## config.mk

```make
export PLATFORM = sky130hd
export DESIGN_NAME = regfile_write_arbiter_flat
export DESIGN_NICKNAME = d
export VERILOG_FILES = /design/src/rtl/regarb_pkg.sv /design/src/rtl/regfile_write_arbiter_if.sv /design/src/rtl/regarb_fifo.sv /design/src/rtl/regfile_write_arbiter.sv /design/src/flat_wrapper.sv
export SDC_FILE = /design/constraint.sdc
export NUM_CORES = 1
export LEC_CHECK = 0
export CORE_UTILIZATION = 35
export DETAILED_ROUTE_END_ITERATION = 8
export REMOVE_ABC_BUFFERS = 1
export SLEW_MARGIN = 30
export SYNTH_ARGS = -nofsm -noshare
export SYNTH_HDL_FRONTEND = slang
export SYNTH_SLANG_ARGS = --single-unit
```

## constraint.sdc

```tcl
create_clock -name clk -period 7 [get_ports clk]
set_input_delay 1.4 -clock clk [delete_from_list [all_inputs] [get_ports clk]]
set_output_delay 1.4 -clock clk [all_outputs]
set_load 0.05 [all_outputs]
```

## src/rtl/regarb_pkg.sv

```systemverilog
// Shared types and constants for the register-file write arbiter.
// Contents: address/data widths, the write-request record carried through the
// multiply/divide result FIFO, and the write-port grant encoding.
package regarb_pkg;

  localparam int unsigned REG_ADDR_W = 5;
  localparam int unsigned DATA_W     = 32;

  typedef struct packed {
    logic [REG_ADDR_W-1:0] rd;
    logic [DATA_W-1:0]     data;
  } wr_req_t;

  typedef enum logic [1:0] {
    GNT_NONE = 2'd0,
    GNT_WB   = 2'd1,
    GNT_MD   = 2'd2
  } gnt_e;

endpackage

```

## src/rtl/regfile_write_arbiter_if.sv

```systemverilog
// Signal bundle between the arbiter and its neighbours (WB stage, MDU, decode,
// register file). The modport named master is the environment side and the
// modport named slave is the arbiter side.
//   wb_*       pipeline writeback (no back-pressure)
//   md_*       multiply/divide result handshake and issue notification
//   id_*       decode-stage register indices; hazard_stall / hold_req back
//   rf_*       register-file write port
interface regfile_write_arbiter_if;
  import regarb_pkg::*;

  logic                  wb_we;
  logic [REG_ADDR_W-1:0] wb_rd;
  logic [DATA_W-1:0]     wb_data;
  logic                  md_valid;
  logic                  md_ready;
  logic [REG_ADDR_W-1:0] md_rd;
  logic [DATA_W-1:0]     md_data;
  logic                  md_issue;
  logic [REG_ADDR_W-1:0] md_issue_rd;
  logic [REG_ADDR_W-1:0] id_rs;
  logic [REG_ADDR_W-1:0] id_rt;
  logic [REG_ADDR_W-1:0] id_rd;
  logic                  hazard_stall;
  logic                  hold_req;
  logic                  rf_we;
  logic [REG_ADDR_W-1:0] rf_waddr;
  logic [DATA_W-1:0]     rf_wdata;

  modport master (
    output wb_we, wb_rd, wb_data, md_valid, md_rd, md_data, md_issue, md_issue_rd,
    output id_rs, id_rt, id_rd,
    input  md_ready, hazard_stall, hold_req, rf_we, rf_waddr, rf_wdata
  );

  modport slave (
    input  wb_we, wb_rd, wb_data, md_valid, md_rd, md_data, md_issue, md_issue_rd,
    input  id_rs, id_rt, id_rd,
    output md_ready, hazard_stall, hold_req, rf_we, rf_waddr, rf_wdata
  );

endinterface

```

## src/rtl/regarb_fifo.sv

```systemverilog
// Synchronous FIFO of write requests buffering multiply/divide results.
// Ports: clk, rst (sync, active-high); i_push/i_data enqueue; i_pop dequeue;
// o_head is the oldest entry; o_full / o_empty derive from registered pointers.
// Callers must not push when full or pop when empty.
module regarb_fifo
  import regarb_pkg::*;
#(
  parameter int unsigned FIFO_DEPTH = 2
) (
  input  logic    clk,
  input  logic    rst,
  input  logic    i_push,
  input  wr_req_t i_data,
  input  logic    i_pop,
  output wr_req_t o_head,
  output logic    o_full,
  output logic    o_empty
);

  localparam int unsigned PtrW = $clog2(FIFO_DEPTH);

  wr_req_t         r_mem [FIFO_DEPTH];
  // Extra MSB distinguishes full from empty when the index bits match.
  logic [PtrW:0]   r_wptr;
  logic [PtrW:0]   r_rptr;

  always_ff @(posedge clk) begin
    if (rst) begin
      r_wptr <= '0;
      r_rptr <= '0;
    end else begin
      if (i_push) r_wptr <= r_wptr + (PtrW+1)'(1);
      if (i_pop)  r_rptr <= r_rptr + (PtrW+1)'(1);
    end
  end

  always_ff @(posedge clk) begin
    if (i_push) r_mem[r_wptr[PtrW-1:0]] <= i_data;
  end

  assign o_head  = r_mem[r_rptr[PtrW-1:0]];
  assign o_empty = (r_wptr == r_rptr);
  assign o_full  = (r_wptr[PtrW] != r_rptr[PtrW]) &&
                   (r_wptr[PtrW-1:0] == r_rptr[PtrW-1:0]);

endmodule

```

## src/rtl/regfile_write_arbiter.sv

```systemverilog
// Shares the single register-file write port between pipeline writeback and the
// multiply/divide unit. WB always wins; buffered MDU results drain when WB is idle.
// A busy scoreboard over r1..r31 drives the decode hazard stall.
// Ports: clk, rst (sync, active-high); bus (regfile_write_arbiter_if.slave).
// Optional macro REGARB_STARVE_GUARD_EN: when defined, a saturating counter of
// cycles in which a buffered result is blocked by WB raises hold_req at
// STARVE_LIMIT; when undefined, hold_req is tied low.
module regfile_write_arbiter
  import regarb_pkg::*;
#(
  parameter int unsigned FIFO_DEPTH   = 2,
  parameter int unsigned STARVE_LIMIT = 8
) (
  input  logic                    clk,
  input  logic                    rst,
  regfile_write_arbiter_if.slave  bus
);

  if (FIFO_DEPTH < 2 || (FIFO_DEPTH & (FIFO_DEPTH - 1)) != 0 || STARVE_LIMIT < 1)
  begin : g_param_check
    $error("regfile_write_arbiter: bad FIFO_DEPTH or STARVE_LIMIT");
  end

  wr_req_t     w_head;
  wr_req_t     w_push_data;
  logic        w_full;
  logic        w_empty;
  logic        w_push;
  logic        w_grant_md;
  gnt_e        w_gnt;
  logic [31:0] r_busy;
  logic [31:0] w_busy_d;

  assign w_push_data = '{rd: bus.md_rd, data: bus.md_data};
  assign w_push      = bus.md_valid & ~w_full;
  assign bus.md_ready = ~w_full;

  regarb_fifo #(
    .FIFO_DEPTH (FIFO_DEPTH)
  ) u_fifo (
    .clk     (clk),
    .rst     (rst),
    .i_push  (w_push),
    .i_data  (w_push_data),
    .i_pop   (w_grant_md),
    .o_head  (w_head),
    .o_full  (w_full),
    .o_empty (w_empty)
  );

  // Grant and write-port mux; outputs forced quiet during reset.
  always_comb begin
    w_gnt        = GNT_NONE;
    bus.rf_we    = 1'b0;
    bus.rf_waddr = '0;
    bus.rf_wdata = '0;
    if (!rst) begin
      if (bus.wb_we)     w_gnt = GNT_WB;
      else if (!w_empty) w_gnt = GNT_MD;
    end
    unique case (w_gnt)
      GNT_WB: begin
        bus.rf_we    = 1'b1;
        bus.rf_waddr = bus.wb_rd;
        bus.rf_wdata = bus.wb_data;
      end
      GNT_MD: begin
        bus.rf_we    = 1'b1;
        bus.rf_waddr = w_head.rd;
        bus.rf_wdata = w_head.data;
      end
      default: ;
    endcase
  end

  assign w_grant_md = (w_gnt == GNT_MD);

  // Clear before set so a same-register issue in the draining cycle wins.
  always_comb begin
    w_busy_d = r_busy;
    if (w_grant_md) w_busy_d[w_head.rd] = 1'b0;
    if (bus.md_issue && bus.md_issue_rd != '0) w_busy_d[bus.md_issue_rd] = 1'b1;
    w_busy_d[0] = 1'b0;
  end

  always_ff @(posedge clk) begin
    if (rst) r_busy <= '0;
    else     r_busy <= w_busy_d;
  end

  assign bus.hazard_stall = r_busy[bus.id_rs] | r_busy[bus.id_rt] | r_busy[bus.id_rd];

`ifdef REGARB_STARVE_GUARD_EN
  localparam int unsigned CntW = $clog2(STARVE_LIMIT + 1);

  logic [CntW-1:0] r_starve;

  always_ff @(posedge clk) begin
    if (rst || w_empty || w_grant_md) begin
      r_starve <= '0;
    end else if (bus.wb_we && r_starve != CntW'(STARVE_LIMIT)) begin
      r_starve <= r_starve + CntW'(1);
    end
  end

  assign bus.hold_req = (r_starve == CntW'(STARVE_LIMIT));
`else
  assign bus.hold_req = 1'b0;
`endif

endmodule

```

## src/flat_wrapper.sv

```systemverilog
// flat-port wrapper written by rule: the top's interface ports become plain ports
module regfile_write_arbiter_flat import regarb_pkg::*;
#(
  parameter int unsigned FIFO_DEPTH   = 2,
  parameter int unsigned STARVE_LIMIT = 8
)
  (clk, rst, bus_wb_we, bus_wb_rd, bus_wb_data, bus_md_valid, bus_md_rd, bus_md_data, bus_md_issue, bus_md_issue_rd, bus_id_rs, bus_id_rt, bus_id_rd, bus_md_ready, bus_hazard_stall, bus_hold_req, bus_rf_we, bus_rf_waddr, bus_rf_wdata);
  regfile_write_arbiter_if bus_i ();
  input  logic clk;
  input  logic rst;
  input wire logic [$bits(bus_i.wb_we)-1:0] bus_wb_we;
  input wire logic [$bits(bus_i.wb_rd)-1:0] bus_wb_rd;
  input wire logic [$bits(bus_i.wb_data)-1:0] bus_wb_data;
  input wire logic [$bits(bus_i.md_valid)-1:0] bus_md_valid;
  input wire logic [$bits(bus_i.md_rd)-1:0] bus_md_rd;
  input wire logic [$bits(bus_i.md_data)-1:0] bus_md_data;
  input wire logic [$bits(bus_i.md_issue)-1:0] bus_md_issue;
  input wire logic [$bits(bus_i.md_issue_rd)-1:0] bus_md_issue_rd;
  input wire logic [$bits(bus_i.id_rs)-1:0] bus_id_rs;
  input wire logic [$bits(bus_i.id_rt)-1:0] bus_id_rt;
  input wire logic [$bits(bus_i.id_rd)-1:0] bus_id_rd;
  output wire logic [$bits(bus_i.md_ready)-1:0] bus_md_ready;
  output wire logic [$bits(bus_i.hazard_stall)-1:0] bus_hazard_stall;
  output wire logic [$bits(bus_i.hold_req)-1:0] bus_hold_req;
  output wire logic [$bits(bus_i.rf_we)-1:0] bus_rf_we;
  output wire logic [$bits(bus_i.rf_waddr)-1:0] bus_rf_waddr;
  output wire logic [$bits(bus_i.rf_wdata)-1:0] bus_rf_wdata;
  assign bus_i.wb_we = bus_wb_we;
  assign bus_i.wb_rd = bus_wb_rd;
  assign bus_i.wb_data = bus_wb_data;
  assign bus_i.md_valid = bus_md_valid;
  assign bus_i.md_rd = bus_md_rd;
  assign bus_i.md_data = bus_md_data;
  assign bus_i.md_issue = bus_md_issue;
  assign bus_i.md_issue_rd = bus_md_issue_rd;
  assign bus_i.id_rs = bus_id_rs;
  assign bus_i.id_rt = bus_id_rt;
  assign bus_i.id_rd = bus_id_rd;
  assign bus_md_ready = bus_i.md_ready;
  assign bus_hazard_stall = bus_i.hazard_stall;
  assign bus_hold_req = bus_i.hold_req;
  assign bus_rf_we = bus_i.rf_we;
  assign bus_rf_waddr = bus_i.rf_waddr;
  assign bus_rf_wdata = bus_i.rf_wdata;
  regfile_write_arbiter #(.FIFO_DEPTH(FIFO_DEPTH), .STARVE_LIMIT(STARVE_LIMIT)) u_core (.clk(clk), .rst(rst), .bus(bus_i));
endmodule
```

==> out/metrics.cfg <==
[logic_synthesis]
synth_compound_area_share_pct = 12.8
synth_edf_count = 74
synth.most_common_cell = nand2_1
async_flop_share_pct = 0
synth_xor_xnor_area_share_pct = 0.969
synthMuxAreaShare_pct = 17.5
yosys.area_share.simple_pct = 11.4
synthAdderAreaFrac_pct = 0
syn_avg_cell_area_um2 = 11.2
ys_ff_latch = 110
ys_seq_area_share_pct = 54.3
ys_warn_count = 0
ys_types = 50
synth_top_family_by_area = multiplexers
syn_area_um2 = 5420
yosysTopAreaCellShare_pct = 41.0
yosys_most_used_dff = edfxtp_1
synth.area.top_cells = edfxtp_1, dfxtp_1, mux2i_1
synthCells = 485
synth_common_cells = nand2_1, edfxtp_1, o21ai_0
yosys.area.top_type = edfxtp_1

[sta]
hold_ws_ns = 0.525
fin_ws_ns = 1.18
finalHoldViolations = 0
relSlewSlack_pct = 37.7
period_minus_slack_ns = 5.82
finalCritPeriodShare_pct = 83.2
slew_viol_final = 0
max_freq_mhz = 172
fin_tns_setup_ns = 0
rsz0062_at_grt = no
clock_skew_ns = 0.00851
setup_viol_count_final = 0
max_slew.worst_pin.slew_ns = 0.935

[floorplanning]
ios = 140
die_x_um = 126
die_area_um2 = 16000
coreArea_um2 = 15100
rows = 45
chipHeight_um = 126
initial_core_util_pct = 35.8

[drt]
post_drt_via_cell_ratio = 5.28
postRouteAntennaNets = 0
drc_errors = 0
dr.first_iter.drc_count = 226
routedWlPerCell_um = 17.2
wirelength_um = 13800
firstDrtPassIters = 5
vias = 4232

[min_path]
min_path_type = flop to flop
whs_path_depth = 2

[worst_setup_path]
cp_max_fo = 11
cp_common_cell = clkdlybuf4s50_1
timing.critical_path.cells = clkdlybuf4s50_1 -> mux4_1 -> mux2_4 -> and3_4 -> a2111oi_4 -> nand4_1 -> clkdlybuf4s50_1
r2r_cells = 3
path_class = input pin to output pin
critPathLaunchType = input pin
worstPathRequired_ns = 5.60
cpPeakStageDelay_ns = 0.76
worstPathArrival_ns = 4.42
critPathCaptureType = output pin
crit_slowest_cell = clkdlybuf4s50_1

[clocking]
cts_buffers = 9
cts_sinks = 110
cts_root_buf = clkbuf_16
h-tree-depth = 3
cts_resized = 0
clk_path_buf_depth = 2
cts_tree = done
cts_hold_buf = 0
cts.clk_slew.worst_paths_ns = 0.07
clk_latency_ns = 0.35
cts_setup_buffers = 0

[grt]
grt_pass1_vias = 4258
grt_pass1_wl_um = 21800
grtUsageTotal_pct = 17.5
antenna_found_initial = 0
grt_overflow = 0
grt_max_degree = 48

[place]
pre_cts_ws_ns = 1.17
place.gp.congestion = 0.856
hpwlAfterDp_um = 10200
port_buffers = 138

[layout]
syn_to_final_growth_pct = 35.3
final_util_pct = 48.5
insertedDiodeCount = 0
nets = 708
drive_above_1_share_pct = 7.82

[run]
drv_cap = 0

[power_and_ir_drop]
worst_ir_drop_vdd_mv = 0.105
p_leak_nw = 2.44
cellPowerDensity_nw_per_um2 = 224

[outcome]
status = completed

[area by class of cell]
type / count / area, µm²
Fill cell: 1396 / 7810
Clock inverter: 7 / 80.1
Tap cell: 188 / 235
Inverter: 8 / 30.0
Sequential cell: 110 / 2940
Multi-Input combinational cell: 337 / 2340
Clock buffer: 9 / 225
Timing Repair Buffer: 143 / 1480
[kinds of logic after synthesis]
logic type      after synthesis
other cells                   1
simple gates                139
compound gates              122
xor+xnor                      6
mux                          69
flops                       110
buf+inv                      38
[placed cells by master (no fill, tap or decap), types with 5 or more instances in the layout]
| cell type | n |
|---|---|
| a21oi_1 | 34 |
| clkbuf_16 | 9 |
| clkdlybuf4s50_1 | 138 |
| dfxtp_1 | 35 |
| edfxtp_1 | 74 |
| inv_1 | 8 |
| mux2i_1 | 47 |
| mux4_2 | 16 |
| nand2_1 | 84 |
| nand2b_1 | 9 |
| nor2_1 | 18 |
| nor2b_1 | 5 |
| o21ai_0 | 69 |
[path summary, 6_finish.rpt]
kind,slack [ns],from,endpoint
min,0.53,u_core.r_busy[5]$_SDFF_PP0_,u_core.r_busy[5]$_SDFF_PP0_
max reg2reg,4.88,u_core.u_fifo.r_wptr[0]$_SDFFE_PP0N_,u_core.u_fifo.r_mem[1][26]$_DFFE_PP_
max,1.18,bus_id_rd[0],bus_hazard_stall
min reg2reg,0.53,u_core.r_busy[5]$_SDFF_PP0_,u_core.r_busy[5]$_SDFF_PP0_
[flip-flops by register name, summed over array words and instances, names as in the netlist, named ones only]
name and flops:
u_core.r_busy 31, u_core.u_fifo.r_mem 74, u_core.u_fifo.r_rptr 2, u_core.u_fifo.r_wptr 2
[where the power goes]
group          leakage [nW]  switching [mW]  internal, mW
clock                 0.150           0.238         0.282
sequential            0.984          0.0163         0.744
combinational          1.31           0.215         0.151
total                  2.44           0.469          1.18
[per-stage QoR]
stage | cell area [µm²] | instances | power, mW
2_1_floorplan | 5290 | 455 | 0.971
3_3_place_gp | 6950 | 783 | 1.13
3_5_place_dp | 7010 | 785 | 1.14
4_1_cts | 7310 | 801 | 1.66
5_1_grt | 7340 | 802 | 1.71
6_report | 7340 | 802 | 1.65
[routing by layer]
layer / global-route usage [%] / part of all wire [%] / routed length [µm]
met1: 22.2 / 45 / 6150
met3: 4.68 / 7.0 / 973
met5: 0 / 0 / 0
met4: 6.09 / 1.5 / 201
met2: 28.9 / 47 / 6490
[critical path, delay by kind of cell]
kind / cells / cell delay, ns
buf+inv: 2 / 1.48
mux: 2 / 0.89
simple gates: 2 / 0.33
compound gates: 1 / 0.31
No activity file was read; power rests on OpenSTA's default activity.
